<file path="config.mk">
export PLATFORM = sky130hd
export DESIGN_NAME = core2apb_master
export DESIGN_NICKNAME = d
export VERILOG_FILES = /design/src/rtl/apb_bridge_pkg.sv /design/src/rtl/apb_timeout_cnt.sv /design/src/rtl/core2apb_master.sv
export SDC_FILE = /design/constraint.sdc
export NUM_CORES = 1
export LEC_CHECK = 0
export CAP_MARGIN = 5
export CORE_MARGIN = 5
export CORE_UTILIZATION = 35
export DETAILED_ROUTE_END_ITERATION = 7
export PLACE_DENSITY = 0.68
export SLEW_MARGIN = 20
export SYNTH_ARGS = -nofsm -noshare
export SYNTH_HDL_FRONTEND = slang
export SYNTH_SLANG_ARGS = --single-unit
</file>
<file path="constraint.sdc">
create_clock -name clk -period 9.3 [get_ports clk]
set_input_delay 1.395 -clock clk [delete_from_list [all_inputs] [get_ports clk]]
set_output_delay 1.395 -clock clk [all_outputs]
set_load 0.02 [all_outputs]
</file>
<file path="src/rtl/apb_bridge_pkg.sv">
// apb_bridge_pkg: shared types for the core-to-APB bridge.
// Provides the bridge FSM state enum, the default timeout and the peripheral window bounds.
`ifndef UART_START_ADDR
`define UART_START_ADDR 32'h1A10_0000
`endif
`ifndef DEBUG_END_ADDR
`define DEBUG_END_ADDR 32'h1A11_7FFF
`endif

package apb_bridge_pkg;

  typedef enum logic [1:0] {
    IDLE,
    SETUP,
    ACCESS
  } apb_state_e;

  localparam int unsigned APB_TIMEOUT_DEFAULT = 255;

  // A limit of 0 disables the timeout but still needs a 1-bit counter.
  function automatic int unsigned cnt_width(input int unsigned lim);
    return (lim < 1) ? 1 : $clog2(lim + 1);
  endfunction

endpackage

</file>
<file path="src/rtl/apb_timeout_cnt.sv">
// apb_timeout_cnt: counts ACCESS wait cycles and flags the last allowed one.
// Ports: clk, rst, en_i (wait cycle), clr_i (new access), expired_o.
import apb_bridge_pkg::*;

module apb_timeout_cnt #(
  parameter int unsigned LIMIT = APB_TIMEOUT_DEFAULT,
  parameter int unsigned W     = cnt_width(LIMIT)
) (
  input  logic clk,
  input  logic rst,
  input  logic en_i,
  input  logic clr_i,
  output logic expired_o
);

  localparam logic [W-1:0] LAST = W'((LIMIT == 0) ? 0 : LIMIT - 1);

  logic [W-1:0] cnt_q, cnt_d;

  // cnt_q holds the wait cycles already seen, so the
  // LIMIT-th low cycle is the one where cnt_q == LIMIT-1.
  assign expired_o = (LIMIT != 0) && en_i && (cnt_q == LAST);

  always_comb begin
    cnt_d = cnt_q;
    if (clr_i) begin
      cnt_d = '0;
    end else if (en_i && !expired_o && (LIMIT != 0)) begin
      cnt_d = cnt_q + 1'b1;
    end
  end

  always_ff @(posedge clk or posedge rst) begin
    if (rst) cnt_q <= '0;
    else     cnt_q <= cnt_d;
  end

endmodule

</file>
<file path="src/rtl/core2apb_master.sv">
// core2apb_master: core req/gnt data port to APB3 master bridge.
// Ports: data_* core side (gnt, one-cycle rvalid response); p* APB master side.
import apb_bridge_pkg::*;

module core2apb_master #(
  parameter int unsigned APB_ADDR_WIDTH = 32,
  parameter int unsigned APB_DATA_WIDTH = 32,
  parameter int unsigned TIMEOUT_CYCLES = APB_TIMEOUT_DEFAULT
) (
  input  logic                      clk,
  input  logic                      rst,
  input  logic                      data_req_i,
  output logic                      data_gnt_o,
  input  logic [APB_ADDR_WIDTH-1:0] data_addr_i,
  input  logic                      data_we_i,
  input  logic [3:0]                data_be_i,
  input  logic [APB_DATA_WIDTH-1:0] data_wdata_i,
  output logic                      data_rvalid_o,
  output logic [APB_DATA_WIDTH-1:0] data_rdata_o,
  output logic                      data_err_o,
  output logic [APB_ADDR_WIDTH-1:0] paddr,
  output logic [APB_DATA_WIDTH-1:0] pwdata,
  output logic                      pwrite,
  output logic                      psel,
  output logic                      penable,
  input  logic [APB_DATA_WIDTH-1:0] prdata,
  input  logic                      pready,
  input  logic                      pslverr
);

  apb_state_e state_q, state_d;

  logic [APB_ADDR_WIDTH-1:0] paddr_q, paddr_d;
  logic [APB_DATA_WIDTH-1:0] pwdata_q, pwdata_d;
  logic                      pwrite_q, pwrite_d;
  logic                      rvalid_q, rvalid_d;
  logic                      err_q, err_d;
  logic [APB_DATA_WIDTH-1:0] rdata_q, rdata_d;

  logic cnt_en, cnt_clr, tmo;
  logic in_win;

  // APB3 has no strobes; the full word is always forwarded.
  logic unused_be;
  assign unused_be = ^data_be_i;

  assign in_win = (data_addr_i >= `UART_START_ADDR) &&
                  (data_addr_i <= `DEBUG_END_ADDR);

  apb_timeout_cnt #(
    .LIMIT(TIMEOUT_CYCLES)
  ) u_tmo (
    .clk      (clk),
    .rst      (rst),
    .en_i     (cnt_en),
    .clr_i    (cnt_clr),
    .expired_o(tmo)
  );

  always_comb begin
    state_d    = state_q;
    data_gnt_o = 1'b0;
    paddr_d    = paddr_q;
    pwdata_d   = pwdata_q;
    pwrite_d   = pwrite_q;
    rvalid_d   = 1'b0;
    err_d      = 1'b0;
    rdata_d    = '0;
    cnt_en     = 1'b0;
    cnt_clr    = 1'b0;
    unique case (state_q)
      IDLE: begin
        data_gnt_o = data_req_i;
        if (data_req_i) begin
          paddr_d  = data_addr_i;
          pwdata_d = data_wdata_i;
          pwrite_d = data_we_i;
          if (in_win) begin
            state_d = SETUP;
          end else begin
            rvalid_d = 1'b1;
            err_d    = 1'b1;
          end
        end
      end
      SETUP: begin
        cnt_clr = 1'b1;
        state_d = ACCESS;
      end
      ACCESS: begin
        // pready wins over a coincident timeout.
        if (pready) begin
          state_d  = IDLE;
          rvalid_d = 1'b1;
          err_d    = pslverr;
          rdata_d  = pwrite_q ? '0 : prdata;
        end else begin
          cnt_en = 1'b1;
          if (tmo) begin
            state_d  = IDLE;
            rvalid_d = 1'b1;
            err_d    = 1'b1;
          end
        end
      end
      default: state_d = IDLE;
    endcase
  end

  always_ff @(posedge clk or posedge rst) begin
    if (rst) begin
      state_q  <= IDLE;
      paddr_q  <= '0;
      pwdata_q <= '0;
      pwrite_q <= 1'b0;
      rvalid_q <= 1'b0;
      err_q    <= 1'b0;
      rdata_q  <= '0;
    end else begin
      state_q  <= state_d;
      paddr_q  <= paddr_d;
      pwdata_q <= pwdata_d;
      pwrite_q <= pwrite_d;
      rvalid_q <= rvalid_d;
      err_q    <= err_d;
      rdata_q  <= rdata_d;
    end
  end

  // psel/penable decode straight from state so reset drops them at once.
  assign psel          = (state_q != IDLE);
  assign penable       = (state_q == ACCESS);
  assign paddr         = paddr_q;
  assign pwdata        = pwdata_q;
  assign pwrite        = pwrite_q;
  assign data_rvalid_o = rvalid_q;
  assign data_err_o    = err_q;
  assign data_rdata_o  = rdata_q;

endmodule

</file>
# Word-level counts from Yosys, hierarchy flattened
# Index checks and enable logic that the tools add are counted.
[classes]
n_eq_ne = 6
reduce_logical = 9
order_cmp = 2
add_sub_neg = 1
mux = 21
[ops]
columns = ["op", "count"]
rows = [
  ["2-to-1 mux 32 bit", 3],
  ["greater-or-equal comparator 32 x 29 -> 1 bit, second input constant", 1],
  ["less-or-equal comparator 32 x 29 -> 1 bit, second input constant", 1],
  ["2-to-1 mux 8 bit", 2],
  ["2-to-1 mux 1 bit", 9],
  ["adder 8 x 1 -> 8 bit, second input constant", 1],
  ["equality test 8 bit, second input constant", 1],
  ["2-to-1 mux 2 bit", 4],
  ["one-hot mux 2 bit (3 select lines)", 1],
  ["!= test 2 bit, second input constant", 2],
  ["one-hot mux 1 bit (2 select lines)", 2],
  ["nonzero test 2 bit", 2],
  ["logical AND 1 bit", 3],
  ["!= test 3 x 1 -> 1 bit, second input constant", 1],
  ["AND reduction 3 bit", 1],
  ["equality test 2 x 1 -> 1 bit, second input constant", 1],
  ["equality test 2 bit, second input constant", 1],
  ["logical NOT 2 bit", 1],
  ["AND reduction 2 bit", 1],
  ["logical NOT 1 bit", 1],
]
[word_totals]
elab_cells = 47
register_bits = 109
out_inout_bits = 102
input_bits = 106

# Longest topological paths before layout
[logic_depth]
ltp_word = 7
mapped_depth = 6
depth_no_buf = 6

# Modules after synthesis
# From an unflattened synthesis, not the netlist that was laid out.
[hier_totals]
hier_cells = 289
hier_area_um2 = 4230.3
[modules_own_cells]
columns = ["mod", "area_per_inst_um2", "seq_area_each_um2", "instances", "cells_each"]
rows = [
  ["core2apb_master", 3731.1, 2527.4, 1, 239],
  ["apb_timeout_cnt", 499.2, 200.2, 1, 50],
]

# Least setup slack after synthesis
# No wires, ideal clock.
[synth_timing]
path_type = "input -> output"
startpoint = "in data_req_i"
endpoint = "out data_gnt_o"
n_path_buf = 1
t_arrival_ps = 1794
path_slack_ps = 6111
required_ps = 7905
stages = 3
cell_sequence = "inv_1 > nor2_8 > buf_4"
[synth_via]
elab_chain_len = 1
[synth_lines]
columns = ["element", "line", "rtl"]
rows = [
  ["from (decl)", "core2apb_master.sv:12", "input logic data_req_i,"],
  ["2-to-1 mux 1 bit", "core2apb_master.sv:71", "unique case (state_q)"],
  ["to (decl)", "core2apb_master.sv:13", "output logic data_gnt_o,"],
]
# No other way between the ends.

# Worst setup path in the final report
# Ends and elaborated chain as after synthesis.

==> run summary <==
worst-path fanout max - 13
Initial Util - 35.6%
Worst-Skew Late Latency - 340 ps
post-synthesis cell count - 273
PwrDens - 170 nW/um2
minimum clock period - 4320 ps
die height - 120 um
Post-CTS Resized - 0
initial antenna violation count - 0
HP Class - reg2reg
startpoint type of the worst setup path - primary input
Ports - 208
worst reg2reg startpoint - state_q[0]
ant diodes - 0
vias in the first global route - 3177
Final #Nets - 588
pin count of the biggest net entering global routing - 56
post-synthesis sequential area ratio - 64.0%
max-capacitance violation count - 0
CTS Sinks - 109
Multi-input gate area - 1420 um2
post-CTS setup buffers - 0
die width - 120 um
core area - 12000 um2
gr usage total - 15.1%
DRT Wirelength - 11.0 mm
First-pass DRT Iterations - 4
syn nets - 381
syn_area_per_cell - 15.6 um2
CP required - 7910 ps
final hold vios - 0
Row Count - 40
Post-CTS Hold Buffers - 0
Max Clock Freq - 0.232 GHz
HPWL Detailed - 8.32 mm
Final Util - 56.2%
routed len/inst - 17.3 um
clock buffer depth - 2
Yosys warnings - 0
Setup violations, final - 0
Peak VDD IR - 90.2 uV
I/O Buffers - 203
first-pass GRT wire length - 16.9 mm
Final TNS setup - 0 ps
Yosys reg bits - 109
dpl cell area - 6400 um2
Final Cycle Share - 46.4%
Iter 0 DRT Violations - 174
hold_sp - u_tmo.cnt_q[6]
total grt overflow - 0
P&R area growth vs syn - 57.7%
clk slew on worst S/H paths - 70 ps
CTS tree - yes
Pins Over Slew Limit - 0
Setup crit end kind - output pin
Mapped Area - 4260 um2
status - complete, no violations
share of layout cells above drive strength 1 - 18.6%
LEAKAGE - 2.96 nW
Num CTS Buffers - 9
worst setup path class - in2out
WHS - 490 ps
post-synth cell types - 34
critical path startpoint - data_req_i
CTS H-tree depth - 3
Final Cell Area - 6720 um2
RSZ-0062 raised after global routing - no
Fillers - 1006
Arr. time, crit path - 2920 ps
register area - 2730 um2
Fin Clk Skew - 7.54 ps
antenna-violating nets left - 0
GP Congestion - 0.695
die area - 14500 um2
Clock Root Buffer - clkbuf_16
Via-to-Cell Ratio - 4.66
Worst-Margin Slew - 847 ps
slew margin rel. - 43.5%
vias - 2942
drt drc - 0
layout by cell type (no fill, tap or decap), drive strengths merged, types with 3 or more instances in the layout:
master	n
and2	33
buf	3
clkbuf	10
clkdlybuf4s50	203
clkinv	3
dfrtp	109
inv	4
mux2	65
mux2i	3
nand2	7
nand2b	3
nand3	4
nand4	3
nor2	5
o21ai	6
path summary, 6_finish.rpt:
kind | to | slack (ps) | cells past startpoint
max | data_gnt_o | 4980 | 4
min | u_tmo.cnt_q[6] | 490 | 1
max reg2reg | pwdata[25] | 7000 | 4
min reg2reg | u_tmo.cnt_q[6] | 490 | 1
max in group asynchronous | pwdata[17] | 6610 | 3
min in group asynchronous | paddr[31] | 1500 | 2
where the power goes:
group / internal [mW] / total [mW] / switching [mW]
clock: 0.243 / 0.412 / 0.169
sequential: 0.505 / 0.521 / 0.0165
combinational: 0.123 / 0.210 / 0.0871
metrics by stage:
step / cells / setup WS, ps / power [mW]
after floorplan: 273 / 5030 / 0.626
after global placement: 616 / 4960 / 0.739
after detailed placement: 616 / 4950 / 0.744
after CTS: 632 / 4950 / 1.16
after global routing: 632 / 4910 / 1.19
final: 632 / 4980 / 1.14
cell families (layout without fill, tap and decap cells):
group / Yosys count / count (layout) / synth area share, %
flops: 109 / 109 / 64.0
mux: 68 / 68 / 20.5
simple gates: 67 / 67 / 10.0
buf+inv: 14 / 226 / 2.82
compound gates: 12 / 12 / 1.85
fa+ha+maj: 2 / 2 / 0.587
xor+xnor: 1 / 1 / 0.205
layer usage:
| layer | track usage [%] | vias up | wire [um] |
|---|---|---|---|
| met1 | 17.6 | 1434 | 4240 |
| met5 | 0 | - | 0 |
| met3 | 7.95 | 17 | 1390 |
| met4 | 6.87 | 0 | 275 |
| li1 | - | 1343 | - |
| met2 | 23.1 | 148 | 5060 |
critical path: stages:
cell and delay (ps):
clkdlybuf4s50_1 450, inv_1 100, nor2_8 280, clkdlybuf4s50_1 690
cells in the mapped netlist:
library cell	number	area share, %
clkbuf_1	3	0.26
buf_4	3	0.53
o21ai_0	6	0.70
mux2i_1	3	0.70
or2_4	1	0.21
o2111a_1	1	0.26
and3_1	1	0.15
ha_1	2	0.59
nand3_1	4	0.47
xnor2_1	1	0.21
nor3b_2	1	0.29
o211ai_1	1	0.18
nor2_8	1	0.47
inv_1	4	0.35
a21oi_1	2	0.23
nand4_1	3	0.44
nor4b_1	1	0.21
nor4bb_1	1	0.23
nor3b_4	1	0.44
nand2_1	7	0.62
nor4_1	2	0.29
nor2b_1	1	0.15
and3b_1	1	0.21
nor2_1	4	0.35
mux2_2	35	9.2
o211ai_2	1	0.29
nor3_1	2	0.23
buf_6	1	0.26
buf_12	3	1.4
mux2_4	30	11
o31ai_1	1	0.18
nand2b_1	3	0.44
dfrtp_1	109	64
and2_1	33	4.8
cell type report:
| cell class | instances | area share, % |
|---|---|---|
| timing repair buffer | 206 | 30.6 |
| multi-input combinational | 150 | 21.0 |
| inverter | 4 | 0.261 |
| sequential | 109 | 40.6 |
| clock buffer | 10 | 3.55 |
| tap | 147 | 2.74 |
| clock inverter | 6 | 1.28 |
flip-flops by register name (all words and copies together) (netlist names):
signal         count
data_err_o         1
data_rdata_o      32
data_rvalid_o      1
paddr             32
pwdata            32
pwrite             1
state_q            2
u_tmo.cnt_q        8
Power figures use the tool's default switching activity.
